==> src/rtl/pipeline_sched_pkg.sv <==
// Shared encodings for the pipeline scheduler: FSM states, stall/flush bit
// positions, sched types, the ERET interrupt id and the cause field layout.
package pipeline_sched_pkg;

  typedef enum logic [1:0] {
    SCHED_STATE_RUN   = 2'd0,
    SCHED_STATE_DRAIN = 2'd1,
    SCHED_STATE_JUMP  = 2'd2
  } sched_state_t;

  localparam int STALL_PC     = 0;
  localparam int STALL_IF_ID  = 1;
  localparam int STALL_ID_EX  = 2;
  localparam int STALL_EX_MEM = 3;
  localparam int STALL_MEM_WB = 4;

  localparam int FLUSH_PC     = 0;
  localparam int FLUSH_IF_ID  = 1;
  localparam int FLUSH_ID_EX  = 2;
  localparam int FLUSH_EX_MEM = 3;
  localparam int FLUSH_MEM_WB = 4;

  localparam logic [3:0] SCHED_CONTINUE     = 4'd0;
  localparam logic [3:0] SCHED_PAUSE_FOR_LW = 4'd1;

  localparam logic [3:0] INT_ID_ERET = 4'hF;

  localparam int CAUSE_ID_LSB  = 0;
  localparam int CAUSE_EXT_BIT = 4;

  function automatic logic [7:0] make_cause(input logic ext_flag, input logic [3:0] int_id);
    logic [7:0] c;
    c = 8'h00;
    c[CAUSE_EXT_BIT] = ext_flag;
    c[CAUSE_ID_LSB +: 4] = int_id;
    return c;
  endfunction

endpackage

==> src/rtl/pipeline_sched_if.sv <==
// Bundle between the pipeline (master) and the scheduler (slave); schedo_state
// is a debug view of the scheduler FSM.
interface pipeline_sched_if;
  import pipeline_sched_pkg::*;

  logic         schedi_pause_request;
  logic [3:0]   schedi_sched_type;
  logic         schedi_mem_busy;
  logic         schedi_int;
  logic [3:0]   schedi_int_id;
  logic [15:0]  schedi_id_addr;
  logic         schedi_branch;
  logic         schedi_ext_int;
  logic [3:0]   schedi_ext_int_id;
  logic         schedi_int_enable;
  logic         schedi_int_disable;

  logic [4:0]   schedo_stall;
  logic [4:0]   schedo_flush;
  logic         schedo_pc_load;
  logic [15:0]  schedo_new_pc;
  logic [15:0]  schedo_epc;
  logic [7:0]   schedo_cause;
  logic         schedo_int_en;
  logic [3:0]   schedo_sched_count;
  sched_state_t schedo_state;

  modport master (
    output schedi_pause_request, schedi_sched_type, schedi_mem_busy, schedi_int,
           schedi_int_id, schedi_id_addr, schedi_branch, schedi_ext_int,
           schedi_ext_int_id, schedi_int_enable, schedi_int_disable,
    input  schedo_stall, schedo_flush, schedo_pc_load, schedo_new_pc, schedo_epc,
           schedo_cause, schedo_int_en, schedo_sched_count, schedo_state
  );

  modport slave (
    input  schedi_pause_request, schedi_sched_type, schedi_mem_busy, schedi_int,
           schedi_int_id, schedi_id_addr, schedi_branch, schedi_ext_int,
           schedi_ext_int_id, schedi_int_enable, schedi_int_disable,
    output schedo_stall, schedo_flush, schedo_pc_load, schedo_new_pc, schedo_epc,
           schedo_cause, schedo_int_en, schedo_sched_count, schedo_state
  );

endinterface

==> src/rtl/pipeline_sched_int_latch.sv <==
// Holds one pending external interrupt and its source id until serviced.
// The first id wins; later pulses are dropped while one is pending.
module pipeline_sched_int_latch (
  input  logic       clk,
  input  logic       rst,
  input  logic       ext_int,
  input  logic [3:0] ext_int_id,
  input  logic       clear,
  output logic       pending,
  output logic [3:0] pending_id
);

  always_ff @(posedge clk) begin
    if (!rst) begin
      pending    <= 1'b0;
      pending_id <= 4'h0;
    end else if (ext_int && (!pending || clear)) begin
      // A pulse landing on the service cycle becomes the next pending request.
      pending    <= 1'b1;
      pending_id <= ext_int_id;
    end else if (clear) begin
      pending    <= 1'b0;
    end
  end

endmodule

==> src/rtl/pipeline_sched.sv <==
// Central stall/flush/redirect scheduler for the 5-stage CPU, including
// interrupt entry (drain then jump to the handler) and ERET.
module pipeline_sched
  import pipeline_sched_pkg::*;
#(
  parameter logic [15:0] HANDLER_ADDR = 16'h0008,
  parameter int unsigned DRAIN_CYCLES = 2
) (
  input logic             clk,
  input logic             rst,
  pipeline_sched_if.slave sched
);

  sched_state_t state;
  logic [3:0]   counter;
  logic [15:0]  epc;
  logic [7:0]   cause;
  logic         int_en;
  logic         ext_pending;
  logic [3:0]   ext_id;

  logic [4:0]   stall;
  logic [4:0]   flush;
  logic         pc_load;
  logic [15:0]  new_pc;
  logic         take_sw;
  logic         take_eret;
  logic         take_ext;

  pipeline_sched_int_latch u_int_latch (
    .clk        (clk),
    .rst        (rst),
    .ext_int    (sched.schedi_ext_int),
    .ext_int_id (sched.schedi_ext_int_id),
    .clear      (take_ext),
    .pending    (ext_pending),
    .pending_id (ext_id)
  );

  always_comb begin
    stall     = 5'b0;
    flush     = 5'b0;
    pc_load   = 1'b0;
    new_pc    = 16'h0000;
    take_sw   = 1'b0;
    take_eret = 1'b0;
    take_ext  = 1'b0;
    case (state)
      SCHED_STATE_RUN: begin
        if (sched.schedi_mem_busy) begin
          stall[STALL_PC]    = 1'b1;
          flush[FLUSH_IF_ID] = 1'b1;
        end else if (sched.schedi_pause_request &&
                     sched.schedi_sched_type == SCHED_PAUSE_FOR_LW) begin
          stall[STALL_PC]    = 1'b1;
          stall[STALL_IF_ID] = 1'b1;
          flush[FLUSH_ID_EX] = 1'b1;
        end else if (sched.schedi_int && sched.schedi_int_id != INT_ID_ERET) begin
          flush[FLUSH_IF_ID] = 1'b1;
          take_sw            = 1'b1;
        end else if (sched.schedi_int) begin
          pc_load            = 1'b1;
          new_pc             = epc;
          flush[FLUSH_IF_ID] = 1'b1;
          take_eret          = 1'b1;
        end else if (ext_pending && int_en && !sched.schedi_branch) begin
          // Deferred while branching so EPC never points into a delay slot.
          flush[FLUSH_IF_ID] = 1'b1;
          flush[FLUSH_ID_EX] = 1'b1;
          take_ext           = 1'b1;
        end
      end
      SCHED_STATE_DRAIN: begin
        stall[STALL_PC]    = 1'b1;
        flush[FLUSH_IF_ID] = 1'b1;
      end
      SCHED_STATE_JUMP: begin
        pc_load            = 1'b1;
        new_pc             = HANDLER_ADDR;
        flush[FLUSH_IF_ID] = 1'b1;
      end
      default: ;
    endcase
  end

  always_ff @(posedge clk) begin
    if (!rst) begin
      state   <= SCHED_STATE_RUN;
      counter <= 4'd0;
      epc     <= 16'h0000;
      cause   <= 8'h00;
      int_en  <= 1'b0;
    end else begin
      case (state)
        SCHED_STATE_RUN: begin
          if (take_sw) begin
            epc     <= 16'(sched.schedi_id_addr + 16'd1);
            cause   <= make_cause(1'b0, sched.schedi_int_id);
            int_en  <= 1'b0;
            counter <= 4'(DRAIN_CYCLES);
            state   <= SCHED_STATE_DRAIN;
          end else if (take_eret) begin
            int_en  <= 1'b1;
          end else if (take_ext) begin
            epc     <= sched.schedi_id_addr;
            cause   <= make_cause(1'b1, ext_id);
            int_en  <= 1'b0;
            counter <= 4'(DRAIN_CYCLES);
            state   <= SCHED_STATE_DRAIN;
          end else if (sched.schedi_int_disable) begin
            int_en  <= 1'b0;
          end else if (sched.schedi_int_enable) begin
            int_en  <= 1'b1;
          end
        end
        SCHED_STATE_DRAIN: begin
          // The memory stage still owns the bus: hold the drain count.
          if (!sched.schedi_mem_busy) begin
            counter <= counter - 4'd1;
            if (counter == 4'd1) state <= SCHED_STATE_JUMP;
          end
        end
        SCHED_STATE_JUMP: state <= SCHED_STATE_RUN;
        default:          state <= SCHED_STATE_RUN;
      endcase
    end
  end

  assign sched.schedo_stall       = stall;
  assign sched.schedo_flush       = flush;
  assign sched.schedo_pc_load     = pc_load;
  assign sched.schedo_new_pc      = new_pc;
  assign sched.schedo_epc         = epc;
  assign sched.schedo_cause       = cause;
  assign sched.schedo_int_en      = int_en;
  assign sched.schedo_sched_count = (state == SCHED_STATE_DRAIN) ? counter : 4'd0;
  assign sched.schedo_state       = state;

endmodule

==> src/flat_wrapper.sv <==
// flat-port wrapper written by rule: the top's interface ports become plain ports
module pipeline_sched_flat import pipeline_sched_pkg::*;
#(
  parameter logic [15:0] HANDLER_ADDR = 16'h0008,
  parameter int unsigned DRAIN_CYCLES = 2
)
  (clk, rst, sched_schedi_pause_request, sched_schedi_sched_type, sched_schedi_mem_busy, sched_schedi_int, sched_schedi_int_id, sched_schedi_id_addr, sched_schedi_branch, sched_schedi_ext_int, sched_schedi_ext_int_id, sched_schedi_int_enable, sched_schedi_int_disable, sched_schedo_stall, sched_schedo_flush, sched_schedo_pc_load, sched_schedo_new_pc, sched_schedo_epc, sched_schedo_cause, sched_schedo_int_en, sched_schedo_sched_count, sched_schedo_state);
  pipeline_sched_if sched_i ();
  input logic clk;
  input logic rst;
  input wire logic [$bits(sched_i.schedi_pause_request)-1:0] sched_schedi_pause_request;
  input wire logic [$bits(sched_i.schedi_sched_type)-1:0] sched_schedi_sched_type;
  input wire logic [$bits(sched_i.schedi_mem_busy)-1:0] sched_schedi_mem_busy;
  input wire logic [$bits(sched_i.schedi_int)-1:0] sched_schedi_int;
  input wire logic [$bits(sched_i.schedi_int_id)-1:0] sched_schedi_int_id;
  input wire logic [$bits(sched_i.schedi_id_addr)-1:0] sched_schedi_id_addr;
  input wire logic [$bits(sched_i.schedi_branch)-1:0] sched_schedi_branch;
  input wire logic [$bits(sched_i.schedi_ext_int)-1:0] sched_schedi_ext_int;
  input wire logic [$bits(sched_i.schedi_ext_int_id)-1:0] sched_schedi_ext_int_id;
  input wire logic [$bits(sched_i.schedi_int_enable)-1:0] sched_schedi_int_enable;
  input wire logic [$bits(sched_i.schedi_int_disable)-1:0] sched_schedi_int_disable;
  output wire logic [$bits(sched_i.schedo_stall)-1:0] sched_schedo_stall;
  output wire logic [$bits(sched_i.schedo_flush)-1:0] sched_schedo_flush;
  output wire logic [$bits(sched_i.schedo_pc_load)-1:0] sched_schedo_pc_load;
  output wire logic [$bits(sched_i.schedo_new_pc)-1:0] sched_schedo_new_pc;
  output wire logic [$bits(sched_i.schedo_epc)-1:0] sched_schedo_epc;
  output wire logic [$bits(sched_i.schedo_cause)-1:0] sched_schedo_cause;
  output wire logic [$bits(sched_i.schedo_int_en)-1:0] sched_schedo_int_en;
  output wire logic [$bits(sched_i.schedo_sched_count)-1:0] sched_schedo_sched_count;
  output wire logic [$bits(sched_i.schedo_state)-1:0] sched_schedo_state;
  assign sched_i.schedi_pause_request = sched_schedi_pause_request;
  assign sched_i.schedi_sched_type = sched_schedi_sched_type;
  assign sched_i.schedi_mem_busy = sched_schedi_mem_busy;
  assign sched_i.schedi_int = sched_schedi_int;
  assign sched_i.schedi_int_id = sched_schedi_int_id;
  assign sched_i.schedi_id_addr = sched_schedi_id_addr;
  assign sched_i.schedi_branch = sched_schedi_branch;
  assign sched_i.schedi_ext_int = sched_schedi_ext_int;
  assign sched_i.schedi_ext_int_id = sched_schedi_ext_int_id;
  assign sched_i.schedi_int_enable = sched_schedi_int_enable;
  assign sched_i.schedi_int_disable = sched_schedi_int_disable;
  assign sched_schedo_stall = sched_i.schedo_stall;
  assign sched_schedo_flush = sched_i.schedo_flush;
  assign sched_schedo_pc_load = sched_i.schedo_pc_load;
  assign sched_schedo_new_pc = sched_i.schedo_new_pc;
  assign sched_schedo_epc = sched_i.schedo_epc;
  assign sched_schedo_cause = sched_i.schedo_cause;
  assign sched_schedo_int_en = sched_i.schedo_int_en;
  assign sched_schedo_sched_count = sched_i.schedo_sched_count;
  assign sched_schedo_state = sched_i.schedo_state;
  pipeline_sched #(.HANDLER_ADDR(HANDLER_ADDR), .DRAIN_CYCLES(DRAIN_CYCLES)) u_core (.clk(clk), .rst(rst), .sched(sched_i));
endmodule
==> config.mk <==
export PLATFORM = sky130hd
export DESIGN_NAME = pipeline_sched_flat
export DESIGN_NICKNAME = d
export VERILOG_FILES = /design/src/rtl/pipeline_sched_pkg.sv /design/src/rtl/pipeline_sched_if.sv /design/src/rtl/pipeline_sched_int_latch.sv /design/src/rtl/pipeline_sched.sv /design/src/flat_wrapper.sv
export SDC_FILE = /design/constraint.sdc
export NUM_CORES = 1
export LEC_CHECK = 0
export CORE_MARGIN = 4
export CORE_UTILIZATION = 30
export DETAILED_ROUTE_END_ITERATION = 12
export PLACE_DENSITY = 0.59
export REMOVE_ABC_BUFFERS = 1
export SLEW_MARGIN = 20
export SYNTH_ARGS = -nofsm -noshare
export SYNTH_HDL_FRONTEND = slang
export SYNTH_SLANG_ARGS = --single-unit
==> constraint.sdc <==
create_clock -name clk -period 2.79 [get_ports clk]
set_clock_uncertainty 0.2 [all_clocks]
set_input_delay 0.558 -clock clk [delete_from_list [all_inputs] [get_ports clk]]
set_output_delay 0.558 -clock clk [all_outputs]
set_load 0.1 [all_outputs]
==> results.toml, run 1 <==
[logic_synthesis]
synth-edff-count = 0
synthArstFlopShare = 0
ys_seq_area_frac = 0.302
syn_avg_cell_area_um2 = 8.03
synth_warnings = 0
synthCells = 272
synth_ff_type = "dfxtp_1"
mappedNetlistArea_um2 = 2180
synth_seq_cells = 33
ys_types = 47

[power]
p_int_mw = 1.17
vdd_drop_max_mv = 0.233
p_leak_nw = 1.52
switching_share = 0.520
switching_power_mw = 1.27
p_per_area_nw_per_um2 = 677
power_frac_clock = 0.153
p_total_mw = 2.44
pwr-share-seq = 0.250
p_comb_frac = 0.596

[setup_path]
critical-path-top-delay-family = "simple AND/OR/NAND/NOR gates"
crit-reg2reg-launch = "u_core.sched.schedo_state[0]"
path_depth = 6
r2r_cells = 9
cp-start-kind = "input pin"
max_stage_delay_ns = 0.39
critPathBufInv = 2
critPathKind = "input pin to output port"
slowest_stage = "clkdlybuf4s50_1"
crit_start = "sched_schedi_pause_request"
critPathArrivalTime_ns = 1.98
endpoint_kind = "output port"
cp_cell_sequence = "clkdlybuf4s50_1 > nor2b_2 > a21oi_4 > and3_4 > and2_1 > buf_12"
worst-path-max-fanout = 8
crit_required_ns = 2.03

[cts]
cts_root_buffer = "clkbuf_8"
clock-sinks = 33
hold_buffers = 0
numCtsBuffers = 5
htreeDepth = 2
cts_buffer_depth = 2
clkSlewWorstSetupHoldPaths_ns = 0.07
cts_tree = "yes"
clk_latency_ns = 0.28

[cells_and_area]
multi_input_area_um2 = 1460
drive_gt1_frac = 0.284
areaGrowthSynthToFinish_pct = 65.1
n_antenna_cell = 0
design_area_um2 = 3610
layout_commonest_cell = "buf_4"
n_fill_cell = 653
mostFrequentLayoutCells = "buf_4, dfxtp_1, clkdlybuf4s50_1"
seq_area_um2 = 661
finalNonFillerCells = 469
fin_nets = 417

[timing]
rsz0062_at_grt = "no"
finalWorstSetupSlack_ns = 0.0476
fmax_ghz = 0.365
slew-limit-headroom = 0.647
worstMarginPinSlew_ns = 0.528
hold_violations = 0
timing.final.crit_share = 0.983
drv_slew = 0
post-route-min-period_ns = 2.74
setup_viol = 0
setup_tns_ns = 0

[placed_design]
dp.cells = 460
port_buffers = 85
pre_cts_ws_ns = -0.165
dp.final_hpwl_mm = 4.86
placed_area_um2 = 3430
gp_congestion = 0.780

[job]
max-cap-violations = 0

[grt]
busiest_layer = "met2"
grt_use_total = 0.147
grt_pass1_wl_mm = 10.4
grt_max_degree = 24
met3_usage = 0.0442
antenna_found_initial = 0
grt_pass1_vias = 2154
met1_usage = 0.196
gr-usage-met2 = 0.228
globalRouteOverflowTotal = 0

[detailed_routing]
route.detailed.drc = 0
drt_wl_total_mm = 6.58
post_drt_wl_per_cell_um = 14.0
drtPass1Iterations = 4
ant_nets = 0
via_count = 2214
drt_iter0_drc = 119
avgViaCountPerCell = 4.72

[floorplan]
initial_core_util = 0.315
die_w_um = 93.3
die_height_um = 93.3
dieArea_um2 = 8710
core_area_um2 = 6940
rows = 30
io_pins = 95

[status]
status = "finished clean"

[worst_hold_path]
worstHoldStart = "u_core.sched.schedo_cause[4]"
min_path_cells = 2
worstHoldPathType = "flop to flop"
-- synthesized netlist by cell type (2+ instances only) --
library cell / instances / share of area
dfxtp_1: 33 / 0.30
a21oi_1: 28 / 0.064
o21ai_0: 26 / 0.060
and2_1: 23 / 0.066
nand2_1: 17 / 0.029
xnor2_1: 14 / 0.056
mux2i_1: 13 / 0.060
nor2_1: 13 / 0.022
inv_1: 11 / 0.019
clkbuf_1: 10 / 0.017
buf_4: 9 / 0.031
nor3_1: 9 / 0.021
nand3_1: 8 / 0.018
ha_1: 7 / 0.040
nand4_1: 5 / 0.014
nor4_1: 4 / 0.011
buf_2: 3 / 0.0069
nor4_4: 3 / 0.029
a211o_1: 2 / 0.0080
a211oi_1: 2 / 0.0069
a31oi_1: 2 / 0.0057
and3_1: 2 / 0.0057
buf_6: 2 / 0.010
nand2b_1: 2 / 0.0057
nor2b_1: 2 / 0.0057
-- tightest hold or removal path: cells and delay by family (launching register included) --
kind             cells  cell delay, ns
DFF                  1            0.31
and+or+nand+nor      2            0.15
-- cell families after synthesis --
logic type                 count (synthesis)  share of synthesized area
AOI/OAI and AO/OA                         67                      0.169
muxes                                     13                     0.0596
and+or+nand+nor                          100                      0.284
buffers and inverters                     37                     0.0876
xor gates and xnor gates                  14                     0.0561
adders and majority gates                  7                     0.0401
DFF                                       33                      0.302
other                                      1                    0.00172
-- state kept, by name, indices dropped and copies added (netlist names) --
name,cells
u_core.u_int_latch.pending_id,4
u_core.sched.schedo_state,2
u_core.sched.schedo_int_en,1
u_core.u_int_latch.pending,1
u_core.counter,4
u_core.sched.schedo_cause,5
u_core.sched.schedo_epc,16
-- path summary, 6_finish.rpt --
check,end,slack [ns]
hold / removal,u_core.sched.schedo_cause[4],0.30
setup reg to reg,u_core.sched.schedo_cause[3],0.48
hold reg to reg,u_core.sched.schedo_cause[4],0.30
setup / recovery,sched_schedo_new_pc[13],0.05
-- area by class of cell --
cell class                 instances  share of cell area
timing repair buffer             109               0.341
clock inverter                     1             0.00208
multi-input combinational        212               0.405
clock buffer                       6              0.0229
tap                               96              0.0333
inverter                          12              0.0125
sequential                        33               0.183
-- stage by stage --
stage / utilization / hold WS, ns
floorplan: - / 0.263
finish: 0.519 / 0.298
global placement: 0.494 / 0.283
detailed placement: 0.494 / 0.288
CTS: 0.512 / 0.301
global route: 0.519 / 0.340
-- metal layers --
layer  vias up  wire length, um
met1       999             3100
met2        78             2970
met5         -                0
li1       1135                -
met3         2              489
met4         0               24
-- power groups by stage --
stage | combinational (mW) | sequential, mW | clock, mW
6_report | 1.46 | 0.612 | 0.375
3_5_place_dp | 1.42 | 0.622 | 0
4_1_cts | 1.44 | 0.613 | 0.390
2_1_floorplan | 0.580 | 1.03 | 0
3_3_place_gp | 1.42 | 0.621 | 0
5_1_grt | 1.54 | 0.625 | 0.410
-- timing repair --
action | 4_1_cts | 5_1_grt
buffers inserted | 1 | 0
gates resized for setup | 11 | 15
cloned | 0 | 2
endpoints found under the setup margin | 19 | 20
pin swaps | 5 | 10
Note: power is estimated with default switching activity, not from simulation.
==> run 2, diff against run 1 <==
- SLEW_MARGIN: 20 -> 40
- clock period: 2.79 -> 2.82 ns (I/O delays scaled with it)
==> results.toml, run 2 (synthesis gave the netlist of run 1 again) <==
[cts]
clock-sinks = 33
htreeDepth = 2
cts_root_buffer = "clkbuf_8"
numCtsBuffers = 5
clk_latency_ns = 0.28
hold_buffers = 0
cts_buffer_depth = 2
cts_tree = "yes"
clkSlewWorstSetupHoldPaths_ns = 0.07

[floorplan]
dieArea_um2 = 8710
rows = 30
core_area_um2 = 6940
initial_core_util = 0.315
io_pins = 95
die_height_um = 93.3
die_w_um = 93.3

[job]
max-cap-violations = 0

[timing]
post-route-min-period_ns = 2.79
fmax_ghz = 0.359
setup_tns_ns = 0
rsz0062_at_grt = "yes"
timing.final.crit_share = 0.988
finalWorstSetupSlack_ns = 0.0327
holdWs_ns = 0.291
drv_slew = 0
slew-limit-headroom = 0.637
hold_violations = 0
setup_viol = 0
worstMarginPinSlew_ns = 0.543

[detailed_routing]
avgViaCountPerCell = 4.68
post_drt_wl_per_cell_um = 13.2
ant_nets = 0
via_count = 2185
drt_wl_total_mm = 6.18
route.detailed.drc = 0
drtPass1Iterations = 4
drt_iter0_drc = 55

[status]
status = "finished clean"

[cells_and_area]
finalNonFillerCells = 467
fin_nets = 414
design_area_um2 = 3570
mostFrequentLayoutCells = "buf_4, clkdlybuf4s50_1, dfxtp_1"
finalCoreUtilization = 0.514
areaGrowthSynthToFinish_pct = 63.5
largest_reg_flops = 16
drive_gt1_frac = 0.275
layout_commonest_cell = "buf_4"
n_antenna_cell = 0

[placed_design]
port_buffers = 85
placed_area_um2 = 3410
dp.final_hpwl_mm = 4.95
dp.cells = 458
gp_congestion = 0.797
pre_cts_ws_ns = -0.159

[grt]
grt_pass1_vias = 2097
antenna_found_initial = 0
globalRouteOverflowTotal = 0
grt_max_degree = 24
grt_pass1_wl_mm = 10.0
grt_use_total = 0.142

[setup_path]
critPathKind = "input pin to output port"
endpoint_kind = "output port"
critPathArrivalTime_ns = 2.02
cp-start-kind = "input pin"
crit_required_ns = 2.06
worst-path-max-fanout = 17

[power]
p_total_mw = 2.50
vdd_drop_max_mv = 0.270
p_leak_nw = 1.49
p_per_area_nw_per_um2 = 701

[worst_hold_path]
worstHoldPathType = "flop to flop"
run 2: cell type report:
class	instances	area (um^2)
fill	674	3370
multi-input combinational	210	1420
timing repair buffer	108	1210
sequential	33	661
tap	96	120
clock buffer	7	86.3
inverter	12	45.0
clock inverter	1	30.0
run 2: routing by layer:
layer  wire (um)  track usage  part of all wire  vias up
met2        2800        0.229              0.45       67
met3         448       0.0426             0.073        4
li1            -            -                 -     1133
met5           0            0                 0        -
met4          35       0.0342            0.0057        0
met1        2900        0.185              0.47      981
run 2: worst paths after layout:
check | start | slack [ns] | cells after the start | endpoint
max | sched_schedi_mem_busy | 0.03 | 6 | sched_schedo_new_pc[10]
max reg2reg | u_core.sched.schedo_state[0] | 0.52 | 8 | u_core.sched.schedo_epc[14]
min | u_core.sched.schedo_cause[4] | 0.29 | 2 | u_core.sched.schedo_cause[4]
min reg2reg | u_core.sched.schedo_cause[4] | 0.29 | 2 | u_core.sched.schedo_cause[4]
run 2: critical path, cell delays in order:
cell	delay, ns
clkdlybuf4s50_1	0.44
nand2b_4	0.16
a21oi_2	0.13
and3_4	0.32
and2_1	0.21
buf_12	0.18
run 2: report_power, final:
group	switching (mW)	internal, mW	leakage, nW	total [mW]
Sequential	0.0651	0.541	0.271	0.606
Clock	0.178	0.288	0.0585	0.466
Combinational	1.00	0.427	1.16	1.43
run 2: timing repair:
| item | 4_1_cts | 5_1_grt |
|---|---|---|
| setup buffers | 1 | 1 |
| gates resized for setup | 11 | 7 |
| pin swaps | 5 | 7 |
| endpoints found under the setup margin | 19 | 20 |
